==> src/rtl/sys_seq.sv <==
// sys_seq: single-clock tile sequencer for the convolution datapath.
//
// Per tile it loads weights one column at a time, streams feature vectors at
// a programmable step rate, drains the systolic skew, hands off to pooling
// and reports completion. Every downstream block runs on i_clk and is driven
// by the enable strobes produced here rather than by derived clocks.
//
// Ports
//   i_clk, i_nrst       clock, synchronous active-low reset
//   i_start             tile start pulse (accepted only in IDLE)
//   i_weight_dim        weight beats per column
//   i_num_filter        active columns
//   i_map_len           feature vectors per tile
//   i_rate_div          step period is i_rate_div + 1 cycles
//   i_w_valid/o_w_ready weight beat handshake
//   i_f_valid/o_f_ready feature vector handshake
//   i_pool_done         pooling complete pulse
//   o_weight_load_en    one-hot column write strobe
//   o_feed_en           input_array shift enable
//   o_sys_en            systolic step enable
//   o_col_out_en        per-column output valid (registered)
//   o_conv_finish       last systolic output pulse, also starts pooling
//   o_busy              high outside IDLE
//   o_done              tile-complete pulse
//   o_err               configuration error pulse
//
// Build option
//   SYS_SEQ_CFG_CHECK_EN  when defined, a bad configuration at start raises
//                         o_err and the tile is refused; otherwise fields are
//                         clamped into range and every start is accepted.
module sys_seq #(
  parameter int unsigned ROW   = 25,
  parameter int unsigned COL   = 32,
  parameter int unsigned MAP_W = 10,
  parameter int unsigned DIV_W = 4
) (
  input  logic             i_clk,
  input  logic             i_nrst,
  input  logic             i_start,
  input  logic [4:0]       i_weight_dim,
  input  logic [5:0]       i_num_filter,
  input  logic [MAP_W-1:0] i_map_len,
  input  logic [DIV_W-1:0] i_rate_div,
  input  logic             i_w_valid,
  output logic             o_w_ready,
  input  logic             i_f_valid,
  output logic             o_f_ready,
  input  logic             i_pool_done,
  output logic [COL-1:0]   o_weight_load_en,
  output logic             o_feed_en,
  output logic             o_sys_en,
  output logic [COL-1:0]   o_col_out_en,
  output logic             o_conv_finish,
  output logic             o_busy,
  output logic             o_done,
  output logic             o_err
);

  // Step counter width, plus one guard bit so range compares never wrap.
  localparam int unsigned SW = $clog2(2**MAP_W + ROW + COL);
  localparam int unsigned EW = SW + 1;

  typedef enum logic [2:0] {StIdle, StLoadW, StStream, StDrain, StPool} state_e;

  state_e r_state, w_state_nxt;

  // Latched tile configuration
  logic [4:0]       r_wd;
  logic [5:0]       r_nf;
  logic [MAP_W-1:0] r_ml;
  logic [DIV_W-1:0] r_rd;

  // Counters and registered strobes
  logic [4:0]       r_wcnt;
  logic [5:0]       r_col;
  logic [DIV_W-1:0] r_div_cnt;
  logic [SW-1:0]    r_step;
  logic [COL-1:0]   r_col_out_en;
  logic             r_conv_finish;
  logic             r_done;
  logic             r_err;

  logic             w_idle;
  logic             w_start_ok;
  logic             w_err_set;
  logic [4:0]       w_wd_lat;
  logic [5:0]       w_nf_lat;
  logic [MAP_W-1:0] w_ml_lat;

  logic             w_step_pt;
  logic             w_col_end;
  logic             w_beat;
  logic             w_feed;
  logic             w_drain_step;
  logic             w_drain_last;
  logic             w_sys_en;
  logic             w_pool_acc;
  logic             w_w_ready;
  logic             w_f_ready;
  logic [EW-1:0]    w_s_ext;
  logic [EW-1:0]    w_ml_ext;
  logic [EW-1:0]    w_total_m1;
  logic [COL-1:0]   w_col_hit;

  assign w_idle = (r_state == StIdle);

`ifdef SYS_SEQ_CFG_CHECK_EN
  logic w_cfg_bad;
  assign w_cfg_bad  = (i_num_filter == 6'd0) || (i_num_filter > 6'(COL)) ||
                      (i_weight_dim == 5'd0) || (i_map_len == '0);
  assign w_start_ok = i_start && w_idle && !w_cfg_bad;
  assign w_err_set  = i_start && w_idle && w_cfg_bad;
  assign w_wd_lat   = i_weight_dim;
  assign w_nf_lat   = i_num_filter;
  assign w_ml_lat   = i_map_len;
`else
  assign w_start_ok = i_start && w_idle;
  assign w_err_set  = 1'b0;
  assign w_wd_lat   = (i_weight_dim == 5'd0) ? 5'd1 : i_weight_dim;
  assign w_nf_lat   = (i_num_filter == 6'd0)     ? 6'd1 :
                      (i_num_filter > 6'(COL))   ? 6'(COL) : i_num_filter;
  assign w_ml_lat   = (i_map_len == '0) ? MAP_W'(1) : i_map_len;
`endif

  assign w_step_pt  = (r_div_cnt == r_rd);
  assign w_col_end  = (r_wcnt == r_wd - 5'd1);
  assign w_s_ext    = {1'b0, r_step};
  assign w_ml_ext   = EW'(r_ml);
  // Index of the final step: ml + ROW + nf - 2 steps in total.
  assign w_total_m1 = w_ml_ext + EW'(ROW) + EW'(r_nf) - EW'(3);
  assign w_sys_en   = w_feed | w_drain_step;

  // conv_finish occupies the first POOL cycle, so pool_done is only honoured after it.
  assign w_pool_acc = (r_state == StPool) && i_pool_done && !r_conv_finish && !r_done;

  // Column c is valid after step s when c < nf and ROW-1+c <= s < ROW-1+c+ml.
  for (genvar c = 0; c < COL; c++) begin : g_col
    localparam logic [EW-1:0] Lo = EW'(ROW - 1 + c);
    assign w_col_hit[c] = ({1'b0, r_nf} > 7'(c)) && (w_s_ext >= Lo) &&
                          (w_s_ext < Lo + w_ml_ext);
    assign o_weight_load_en[c] = w_beat && (r_col == 6'(c));
  end

  always_comb begin
    w_state_nxt  = r_state;
    w_w_ready    = 1'b0;
    w_f_ready    = 1'b0;
    w_beat       = 1'b0;
    w_feed       = 1'b0;
    w_drain_step = 1'b0;
    w_drain_last = 1'b0;
    unique case (r_state)
      StIdle: begin
        if (w_start_ok) w_state_nxt = StLoadW;
      end
      StLoadW: begin
        w_w_ready = 1'b1;
        w_beat    = i_w_valid;
        if (i_w_valid && w_col_end && (r_col == r_nf - 6'd1)) w_state_nxt = StStream;
      end
      StStream: begin
        w_f_ready = w_step_pt;
        w_feed    = w_step_pt && i_f_valid;
        if (w_step_pt && i_f_valid && (w_s_ext == w_ml_ext - EW'(1))) w_state_nxt = StDrain;
      end
      StDrain: begin
        w_drain_step = w_step_pt;
        w_drain_last = w_step_pt && (w_s_ext == w_total_m1);
        if (w_step_pt && (w_s_ext == w_total_m1)) w_state_nxt = StPool;
      end
      StPool: begin
        if (r_done) w_state_nxt = StIdle;
      end
      default: w_state_nxt = StIdle;
    endcase
  end

  always_ff @(posedge i_clk) begin
    if (!i_nrst) begin
      r_state <= StIdle;
    end else begin
      r_state <= w_state_nxt;
    end
  end

  always_ff @(posedge i_clk) begin
    if (!i_nrst) begin
      r_wd          <= '0;
      r_nf          <= '0;
      r_ml          <= '0;
      r_rd          <= '0;
      r_wcnt        <= '0;
      r_col         <= '0;
      r_div_cnt     <= '0;
      r_step        <= '0;
      r_col_out_en  <= '0;
      r_conv_finish <= 1'b0;
      r_done        <= 1'b0;
      r_err         <= 1'b0;
    end else begin
      r_err         <= w_err_set;
      r_done        <= w_pool_acc;
      r_conv_finish <= w_drain_last;
      r_col_out_en  <= w_sys_en ? w_col_hit : '0;

      if (w_start_ok) begin
        r_wd   <= w_wd_lat;
        r_nf   <= w_nf_lat;
        r_ml   <= w_ml_lat;
        r_rd   <= i_rate_div;
        r_wcnt <= '0;
        r_col  <= '0;
        r_step <= '0;
      end

      if (w_beat) begin
        if (w_col_end) begin
          r_wcnt <= '0;
          r_col  <= r_col + 6'd1;
        end else begin
          r_wcnt <= r_wcnt + 5'd1;
        end
      end

      // Divider restarts on each step and on entry to STREAM/DRAIN; a stall
      // leaves it parked on the step point.
      if ((r_state == StStream) || (r_state == StDrain)) begin
        if ((w_state_nxt != r_state) || w_sys_en) begin
          r_div_cnt <= '0;
        end else if (!w_step_pt) begin
          r_div_cnt <= r_div_cnt + DIV_W'(1);
        end
      end else begin
        r_div_cnt <= '0;
      end

      if (w_sys_en) r_step <= r_step + SW'(1);
    end
  end

  assign o_w_ready     = w_w_ready;
  assign o_f_ready     = w_f_ready;
  assign o_feed_en     = w_feed;
  assign o_sys_en      = w_sys_en;
  assign o_col_out_en  = r_col_out_en;
  assign o_conv_finish = r_conv_finish;
  assign o_busy        = !w_idle;
  assign o_done        = r_done;
  assign o_err         = r_err;

endmodule

==> config.mk <==
export PLATFORM = sky130hd
export DESIGN_NAME = sys_seq
export DESIGN_NICKNAME = d
export VERILOG_FILES = /design/src/rtl/sys_seq.sv
export SDC_FILE = /design/constraint.sdc
export NUM_CORES = 1
export LEC_CHECK = 0
export ABC_AREA = 0
export BUFFER_PORTS_ARGS = -buffer_cell sky130_fd_sc_hd__buf_2
export CORE_UTILIZATION = 64
export CTS_BUF_LIST = sky130_fd_sc_hd__clkbuf_4 sky130_fd_sc_hd__clkbuf_8
export DETAILED_ROUTE_END_ITERATION = 10
export MAX_ROUTING_LAYER = met4
export PLACE_DENSITY_LB_ADDON = 0.2
export SETUP_SLACK_MARGIN = 0.1
export SLEW_MARGIN = 20
export SYNTH_ARGS = -nofsm -noshare
export SYNTH_HDL_FRONTEND = slang
export SYNTH_SLANG_ARGS = --single-unit
export TNS_END_PERCENT = 30
==> constraint.sdc <==
create_clock -name i_clk -period 4.4 [get_ports i_clk]
set_input_delay 1.32 -clock i_clk [delete_from_list [all_inputs] [get_ports i_clk]]
set_output_delay 1.32 -clock i_clk [all_outputs]
set_load 0.1 [all_outputs]
Yosys cells after proc, flatten, opt, wreduce, memory -nomap -nowiden
Cells that the tools add are included.
W data, S select, Z words.
- register bits: 88
- input port bits: 31
- output and inout port bits: 72
- word-level logic and storage cells: 337
- add/sub/neg operators: 41
- $lt $le $gt $ge: 97
- equal/unequal tests: 41
- multiplexer cells: 23
- bitwise gates (word level): 3
- reductions and logical operators: 120
- operators with widths (kind ; number):
    $lt A11 B11 Y1 ; 32
    $add A6 B10 Y11 const A ; 24
    $ge A11 B6 Y1 const B ; 24
    $logic_and A1 B1 Y1 ; 105
    $eq A6 B5 Y1 const B ; 16
    $gt A6 B5 Y1 const B ; 16
    $add A5 B10 Y11 const A ; 8
    $ge A11 B5 Y1 const B ; 8
    $eq A6 B4 Y1 const B ; 8
    $gt A6 B4 Y1 const B ; 8
    $mux W6 ; 5
    $eq A11 B12 Y1 ; 2
    $eq A6 B3 Y1 const B ; 4
    $gt A6 B3 Y1 const B ; 4
    $mux W11 ; 2
    $mux W5 ; 4
    $mux W3 ; 5
    $pmux W3 S5 ; 1
    $add A12 B6 Y12 ; 1
    $eq A6 B2 Y1 const B ; 2
    $gt A6 B1 Y1 const B ; 2
    $gt A6 B2 Y1 const B ; 2
    $logic_not A6 Y1 ; 2
    $sub A12 B2 Y12 const B ; 1
    28 further kinds ; 39

Depth between registers and ports, before layout
Gate-level depths: netlist of run 1.
- depth after elaboration: 10
- mapped depth: 16
- mapped depth without buffers: 16

Worst setup path before layout of run 1
OpenSTA, ideal clock, no wires.
- path type: register to output
- start point: register r_state[1]
- end point: output o_weight_load_en[15]
- arrival time: 4.279 ns
- data required time: 3.080 ns
- setup slack: -1.199 ns
- cell stages (with the launch flop): 6
- buffers on the path: 0
- path through: dfxtp_1 nand2b_1 nor2_1 and2_1 nand4_1 nor3_1
- cells in the longest elaborated chain, start to end: 3
- RTL lines (what ; RTL line ; source):
    from (decl) ; 65 ; state_e r_state, w_state_nxt;
    from (signal assigned) ; 180 ; r_state <= StIdle;
    from (signal assigned) ; 182 ; r_state <= w_state_nxt;
    $eq A3 B1 Y1 ; 152 ; unique case (r_state)
    $mux W1 ; 152 ;
    $logic_and A1 B1 Y1 ; 141 ; assign o_weight_load_en[c] = w_beat && (r_col == 6'(c));
    to (decl) ; 49 ; output logic [COL-1:0] o_weight_load_en,
Every way passes these cells.

Worst setup path after layout of run 1
- start point: register r_ml[3]
- end point: register r_state[0]
- cells in the longest elaborated chain, start to end: 7
- elaborated cells between the ends (all ways): 11
- those cells by class: 4 x add/sub; 2 x eq/ne; 3 x mux; 2 x reduce/logical
- RTL lines (what ; RTL line ; source):
    from (decl) ; 70 ; logic [MAP_W-1:0] r_ml;
    from (signal assigned) ; 209 ; r_ml <= w_ml_lat;
    $add A5 B10 Y11 ; 130 ; assign w_total_m1 = w_ml_ext + EW'(ROW) + EW'(r_nf) - EW'(3);
    $add A12 B6 Y12 ; 130 ;
    $sub A12 B2 Y12 ; 130 ;
    $eq A11 B12 Y1 ; 169 ; if (w_step_pt && (w_s_ext == w_total_m1)) w_state_nxt = StPool;
    $logic_and A1 B1 Y1 ; 169 ;
    $mux W3 ; 169 ;
    $pmux W3 S5 * ; 152 ;
Mark *: on every way between the ends. The rest lies on a longest branch, timed or not.
A chain may end at the register's enable or synchronous reset.

==> impl_metrics.sql, run 1 <==
INSERT INTO impl_metrics (metric_group, metric, value, unit) VALUES
('power_and_ir_drop', 'share_comb_of_total_power', '43.0', '%'),
('timing', 'setup_viol', '0', ''),
('synth', 'syn-cell-area', '13950', 'sq um'),
('floorplan', 'fp.coreArea', '21220', 'sq um'),
('drt', 'drtIter0Drc', '1567', ''),
('finish', 'syn2layout_area_growth', '8.851', '%'),
('power_and_ir_drop', 'switching_power_of_the_nets', '1.097', 'mW'),
('placed_design', 'place_worst_setup_slack', '451.4', 'ps'),
('synth', 'total_nets_after_synthesis', '2164', ''),
('finish', 'finish.net_count', '2255', ''),
('critical_path', 'endpoint_required_time_on_the_critical_path', '4690', 'ps'),
('global_routing', 'groute.usage.overall', '49.12', '%'),
('timing', 'min_period_over_period', '90.74', '%'),
('power_and_ir_drop', 'p_seq_share', '32.8', '%'),
('synth', 'synth_top_flop_cell', 'dfxtp_1', ''),
('power_and_ir_drop', 'p_int', '1.461', 'mW'),
('floorplan', 'initial_utilization', '65.75', '%'),
('critical_path', 'worst-setup-path-type', 'register to register', ''),
('drt', 'routed-via-count', '14693', ''),
('clocking', 'post_cts.resized_instances', '0', ''),
('clocking', 'clk_path_buf_depth', '2', ''),
('drt', 'dr.pass1.iters', '8', ''),
('critical_path', 'worstSetupEndpointType', 'register', ''),
('finish', 'post-route-util', '71.57', '%'),
('synth', 'syn-mean-instance-area', '7.624', 'sq um'),
('synth', 'synth.top_cell.area_share', '27.08', '%'),
('floorplan', 'fp.dieH', '149.7', 'microns'),
('finish', 'stdcell_area', '15190', 'sq um'),
('synth', 'gate_count_post_synth', '1830', ''),
('timing', 'post_route_worst_setup_slack', '407.5', 'ps'),
('synth', 'synth.yosys.seq_area_share', '12.63', '%'),
('clocking', 'worst_skew_pair.late_latency', '400', 'ps'),
('synth', 'synth_async_sr_flop_share', '0', '%'),
('synth', 'postSynthRegisterBits', '88', ''),
('finish', 'drive_gt1_share', '11.84', '%'),
('run', 'drv_cap', '0', ''),
('synth', 'yosysWarningCount', '0', ''),
('clocking', 'cts_setup_buffers', '0', ''),
('global_routing', 'pin_count_of_the_biggest_net_entering_global_routing', '46', ''),
('timing', 'headroom_to_the_max_slew_limit', '28.88', '%'),
('power_and_ir_drop', 'peak_supply_drop', '144.2', 'uV'),
('synth', 'yosys-top-cells-area', 'ha_1 27%, dfxtp_1 13%, xnor2_1 11%', ''),
('timing', 'worstMarginPinSlew', '1063', 'ps'),
('min_path', 'timing.hold.worst.class', 'register to register', ''),
('global_routing', 'first_global_vias', '14159', ''),
('timing', 'hold_violations', '0', ''),
('drt', 'routedWlPerCell', '24.13', 'microns'),
('synth', 'post-synth-top-area-cell', 'ha_1', ''),
('placed_design', 'place_area', '14990', 'sq um'),
('timing', 'fin_crit', '3992', 'ps'),
('clocking', 'hold_fix_buffer_count_after_cts', '0', ''),
('placed_design', 'portbufs', '101', ''),
('timing', 'top_achievable_clock_speed', '250.5', 'MHz'),
('synth', 'yosys-top-cells-count', '302 x ha_1, 177 x nand2_1, 176 x xnor2_1, 171 x a21oi_1, 138 x nor2_1', ''),
('placed_design', 'place.gp.congestion', '1.044', ''),
('drt', 'viasPerCell', '6.663', ''),
('status', 'outcome', 'completed', ''),
('clocking', 'number_of_buffers_created_by_cts', '9', ''),
('timing', 'skew', '19.43', 'ps'),
('synth', 'most_frequent_cell_after_synthesis', 'ha_1', ''),
('drt', 'postRouteAntennaNets', '0', ''),
('power_and_ir_drop', 'power.clock.fraction', '24.2', '%'),
('power_and_ir_drop', 'p_leak', '7.266', 'nW'),
('global_routing', 'globalRouteOverflowTotal', '0', ''),
('critical_path', 'timing.critical_path.arrival', '4280', 'ps'),
('placed_design', 'sum_of_net_half_perimeters_after_detailed_placement', '39.02', 'mm'),
('critical_path', 'cp-start-kind', 'register', ''),
('global_routing', 'grt_first_pass_wirelength', '80.03', 'mm'),
('timing', 'rsz_0062_raised_after_global_routing', 'false', ''),
('clocking', 'htree_num_levels', '3', ''),
('global_routing', 'antenna_found_initial', '3', '');
[registers in the layout, summed over array words and instances (netlist names), 4 cells and up]
signal	cells
r_wcnt	5
r_div_cnt	4
r_ml	10
r_col	6
r_rd	4
r_nf	6
r_wd	5
r_step	11
o_col_out_en	32
[kinds of logic (layout without fill, tap and decap cells)]
| group | after synthesis | in the layout | synth area share [%] |
|---|---|---|---|
| XOR/XNOR | 231 | 231 | 14.65 |
| adder cells (fa/ha/maj) | 305 | 305 | 27.38 |
| other | 1 | 5 | 0.02688 |
| multiplexers | 4 | 4 | 0.2959 |
| AND/OR/NAND/NOR | 545 | 545 | 18.87 |
| flip-flops | 88 | 88 | 12.63 |
| buffers and inverters | 183 | 279 | 5.318 |
| AO/OA/AOI/OAI | 473 | 473 | 20.83 |
[routing by layer]
| layer | track usage, % | routed length, microns | up-vias |
|---|---|---|---|
| met2 | 72.99 | 22700 | 965 |
| li1 | - | - | 6651 |
| met3 | 13.29 | 6770 | 252 |
| met4 | 28.74 | 3113 | 0 |
| met5 | - | 0 | - |
| met1 | 59.30 | 20620 | 6825 |
[worst max-delay path: stages, from the launching register on]
cell	delay [ps]
dfxtp_1	330
inv_1	280
ha_1	410
a21oi_1	190
xnor2_1	370
inv_1	110
nand2_1	90
nand2_1	70
ha_1	360
o21a_1	130
a21oi_1	180
a22oi_1	140
maj3_2	340
a21oi_2	150
xnor2_1	110
o311a_2	390
o31a_1	240
[placed cells by master, fill, tap and decap left out, types with 34 or more instances in the layout]
master and count:
a21o_1 74, a21oi_1 171, buf_2 101, buf_4 75, dfxtp_1 77, ha_1 302
inv_1 84, nand2_1 177, nand3_1 47, nor2_1 137, nor2b_1 34, o21ai_0 110
xnor2_1 176, xor2_1 53
[power by group through the flow]
stage          registers, mW  clock network (mW)  logic, mW
4_1_cts                0.838               0.615       1.07
3_3_place_gp           0.855                   0       1.03
5_1_grt                0.841               0.634       1.19
3_5_place_dp           0.856                   0       1.06
6_report               0.840               0.619       1.10
2_1_floorplan          0.844                   0      0.776
[metrics by stage]
| stage | power (mW) | hold WS (ps) | std cells |
|---|---|---|---|
| finish | 2.558 | 409.1 | 2205 |
| floorplan | 1.620 | 447.8 | 1830 |
| detailed placement | 1.913 | 410.8 | 2185 |
| global placement | 1.888 | 405.6 | 2185 |
| global route | 2.667 | 434.9 | 2204 |
| CTS | 2.518 | 419.3 | 2201 |
[layout make-up]
class | count | area [sq um]
tap | 275 | 344.1
timing repair buffer | 177 | 1089
inverter | 86 | 322.8
clock inverter | 6 | 53.80
multi-input combinational | 1559 | 11460
fill | 1828 | 6033
antenna | 4 | 10.01
sequential | 88 | 1775
clock buffer | 10 | 131.4
[worst paths after layout]
path                                     from         end  slack, ps  depth (start not counted)
worst max-delay path                  r_ml[3]  r_state[0]        410                         16
worst min-delay path            o_conv_finish      o_done        410                          1
worst max register to register        r_ml[3]  r_state[0]        410                         16
worst min register to register  o_conv_finish      o_done        410                          1
No activity file was read; power rests on OpenSTA's default activity.
==> run 2: changes to the inputs <==
CORE_UTILIZATION = 58   (was 64)
GPL_TIMING_DRIVEN = 0   (was not set)
MAX_ROUTING_LAYER = not set   (was met4)
clock period = 3.25 ns   (was 4.4 ns; I/O delays follow)
==> impl_metrics.sql, run 2 (synthesized netlist as in run 1, its figures left out) <==
INSERT INTO impl_metrics (metric_group, metric, value, unit) VALUES
('floorplan', 'placementRows', '56', ''),
('clocking', 'worst_skew_pair.late_latency', '430', 'ps'),
('power_and_ir_drop', 'p_seq_share', '29.1', '%'),
('global_routing', 'grt_first_pass_wirelength', '86.55', 'mm'),
('global_routing', 'globalRouteOverflowTotal', '0', ''),
('drt', 'dr.pass1.iters', '9', ''),
('critical_path', 'crit_reg_reg_startpoint', 'r_ml[4]', ''),
('critical_path', 'path_common_cell', 'ha_4', ''),
('clocking', 'clk_root_buffer_cell', 'clkbuf_8', ''),
('timing', 'final_max_slew_viols', '0', ''),
('critical_path', 'worstSetupEndpointType', 'register', ''),
('finish', 'post-route-util', '74.89', '%'),
('placed_design', 'place_worst_setup_slack', '-1521', 'ps'),
('floorplan', 'ios', '103', ''),
('timing', 'skew', '45.71', 'ps'),
('power_and_ir_drop', 'sw_frac_of_total', '43.86', '%'),
('drt', 'drc_errors_left', '0', ''),
('finish', 'drive_gt1_share', '23.07', '%'),
('power_and_ir_drop', 'power.clock.fraction', '21.4', '%'),
('critical_path', 'critical_path_peak_fanout', '5', ''),
('finish', 'layout.cells.most_common_list', '284 x ha_1, 168 x xnor2_1, 162 x nand2_1', ''),
('clocking', 'clock_sinks', '88', ''),
('finish', 'syn2layout_area_growth', '26.37', '%'),
('clocking', 'htree_num_levels', '3', ''),
('global_routing', 'antenna_found_initial', '1', ''),
('timing', 'rsz_0062_raised_after_global_routing', 'true', ''),
('global_routing', 'first_global_vias', '14405', ''),
('timing', 'worstMarginPinSlew', '1230', 'ps'),
('critical_path', 'cp-start-kind', 'register', ''),
('critical_path', 'timing.critical_path.arrival', '3980', 'ps'),
('placed_design', 'portbufs', '100', ''),
('timing', 'fin_crit', '3644', 'ps'),
('global_routing', 'pin_count_of_the_biggest_net_entering_global_routing', '28', ''),
('floorplan', 'die_w', '157.1', 'microns'),
('power_and_ir_drop', 'p_int', '2.179', 'mW'),
('critical_path', 'worst_path_max_delay_cell', 'or4_4', ''),
('drt', 'routedWlPerCell', '26.24', 'microns'),
('drt', 'routed-via-count', '15775', ''),
('critical_path', 'crit_path_cell_trace', 'buf_12 -> clkinvlp_4 -> ha_4 -> nand3_4 -> nand2_8 -> xnor2_4 -> xnor2_2 -> ha_4 -> o21ai_1 -> o21bai_1 -> a21o_1 -> buf_4 -> a21oi_2 -> maj3_2 -> mux2i_4 -> or4_4 -> o21ai_2', ''),
('power_and_ir_drop', 'power_density_over_cell_area', '220.1', 'nW/um^2'),
('critical_path', 'critPathMaxStageDelay', '560', 'ps'),
('placed_design', 'sum_of_net_half_perimeters_after_detailed_placement', '43.16', 'mm'),
('floorplan', 'fp.coreArea', '23540', 'sq um'),
('timing', 'setup_viol', '5', ''),
('clocking', 'clk_pin_slew_worst_paths', '110', 'ps'),
('timing', 'hold_violations', '0', ''),
('clocking', 'hold_fix_buffer_count_after_cts', '0', ''),
('finish', 'finish.net_count', '2359', ''),
('critical_path', 'endpoint_required_time_on_the_critical_path', '3590', 'ps'),
('finish', 'n_antenna_cell', '0', ''),
('timing', 'post_route_worst_setup_slack', '-394.5', 'ps'),
('clocking', 'clock_tree_from_tritoncts', 'built', ''),
('finish', 'fillerInstances', '1796', ''),
('drt', 'finalWirelength', '61.61', 'mm'),
('placed_design', 'place.gp.congestion', '1.066', ''),
('global_routing', 'groute.usage.overall', '48.01', '%'),
('run', 'drv_cap', '0', ''),
('timing', 'top_achievable_clock_speed', '274.4', 'MHz'),
('drt', 'drtIter0Drc', '2312', ''),
('drt', 'postRouteAntennaNets', '0', ''),
('floorplan', 'initial_utilization', '59.26', '%'),
('power_and_ir_drop', 'share_comb_of_total_power', '49.5', '%'),
('power_and_ir_drop', 'p_leak', '7.956', 'nW'),
('finish', 'largest_register_ff_count', '32', ''),
('clocking', 'clk_path_buf_depth', '2', ''),
('floorplan', 'fp.dieH', '157.1', 'microns'),
('timing', 'headroom_to_the_max_slew_limit', '18.03', '%'),
('floorplan', 'dieArea', '24680', 'sq um'),
('clocking', 'number_of_buffers_created_by_cts', '9', ''),
('finish', 'most_common_library_cell_in_the_layout_ignoring_fill_and_taps', 'ha_1', ''),
('status', 'outcome', 'complete, but fails checks', ''),
('drt', 'viasPerCell', '6.718', ''),
('min_path', 'timing.hold.worst.start', 'o_conv_finish', ''),
('timing', 'min_period_over_period', '112.1', '%'),
('status', 'failed_checks', 'negative setup slack', ''),
('power_and_ir_drop', 'switching_power_of_the_nets', '1.702', 'mW'),
('min_path', 'timing.hold.worst.class', 'register to register', ''),
('power_and_ir_drop', 'peak_supply_drop', '246.4', 'uV'),
('critical_path', 'setup.worst_path.start', 'r_ml[4]', ''),
('critical_path', 'worst-setup-path-type', 'register to register', '');
[run 2: cell count changes in the layout (fill, tap and decap cells not counted), sizes merged]
| cell | delta |
|---|---|
| clkinv | -2 |
| diode | -4 |
| inv | -3 |
| buf | +31 |
| clkbuf | +72 |
| clkinvlp | +5 |
[run 2: area by class of cell]
| cell class | instances | area, sq um | area share (%) |
|---|---|---|---|
| buffer | 95 | 673.1 | 3.818 |
| multi-input combinational | 1559 | 12690 | 71.96 |
| clock buffer | 9 | 123.9 | 0.7025 |
| tap | 319 | 399.1 | 2.264 |
| clock inverter | 6 | 50.05 | 0.2838 |
| inverter | 86 | 347.8 | 1.973 |
| sequential | 88 | 1797 | 10.19 |
| timing repair buffer | 186 | 1554 | 8.814 |
[run 2: path summary, 6_finish.rpt]
path | endpoint | slack [ps] | depth (start not counted)
max | r_state[2] | -390 | 17
min | o_done | 430 | 1
max reg2reg | r_state[2] | -390 | 17
min reg2reg | o_done | 430 | 1
[run 2: metrics by stage]
| stage | cells | hold WS, ps | setup TNS [ps] | power, mW | cell area [sq um] |
|---|---|---|---|---|---|
| finish | 2348 | 425.1 | -1424 | 3.881 | 17630 |
| CTS | 2307 | 425.4 | -1231 | 3.613 | 16690 |
| global route | 2348 | 448.1 | -2096 | 4.022 | 17630 |
| floorplan | 1830 | 447.8 | -501.9 | 2.261 | 14480 |
| global placement | 2249 | 396.6 | -32330 | 2.617 | 15380 |
| detailed placement | 2256 | 410.4 | -32530 | 2.661 | 15560 |
[run 2: timing repair]
item                                    in CTS  in global routing
setup buffers                               37                 41
endpoints found under the setup margin      70                 69
gates resized for setup                    190                177
cloned                                       0                  1
pin swaps                                   31                 51
[run 2: per-layer routing]
metal  share of wire, %  GRT usage [%]  up-vias  routed length [microns]
met5                  0              0        -                        0
met4                7.2          28.53        0                     4438
met3                 16          21.06      368                     9819
met2                 40          68.57     1210                    24610
met1                 37          59.09     7325                    22740
li1                   -              -     6872                        -
[run 2: worst max-delay path: cells and delay by family, from the launching register on]
kind            cells  cell delay, ps
simple gates        3             730
mux                 1             210
compound gates      5             570
fa+ha+maj           3             870
xor+xnor            2             350
buf+inv             3             410
flops               1             420
[run 2: power groups by stage]
| stage | sequential, mW | clock (mW) | combinational (mW) |
|---|---|---|---|
| final | 1.13 | 0.831 | 1.92 |
| after CTS | 1.13 | 0.818 | 1.67 |
| after floorplan | 1.14 | 0 | 1.12 |
| after detailed placement | 1.16 | 0 | 1.50 |
| after global placement | 1.16 | 0 | 1.46 |
| after global routing | 1.13 | 0.868 | 2.02 |
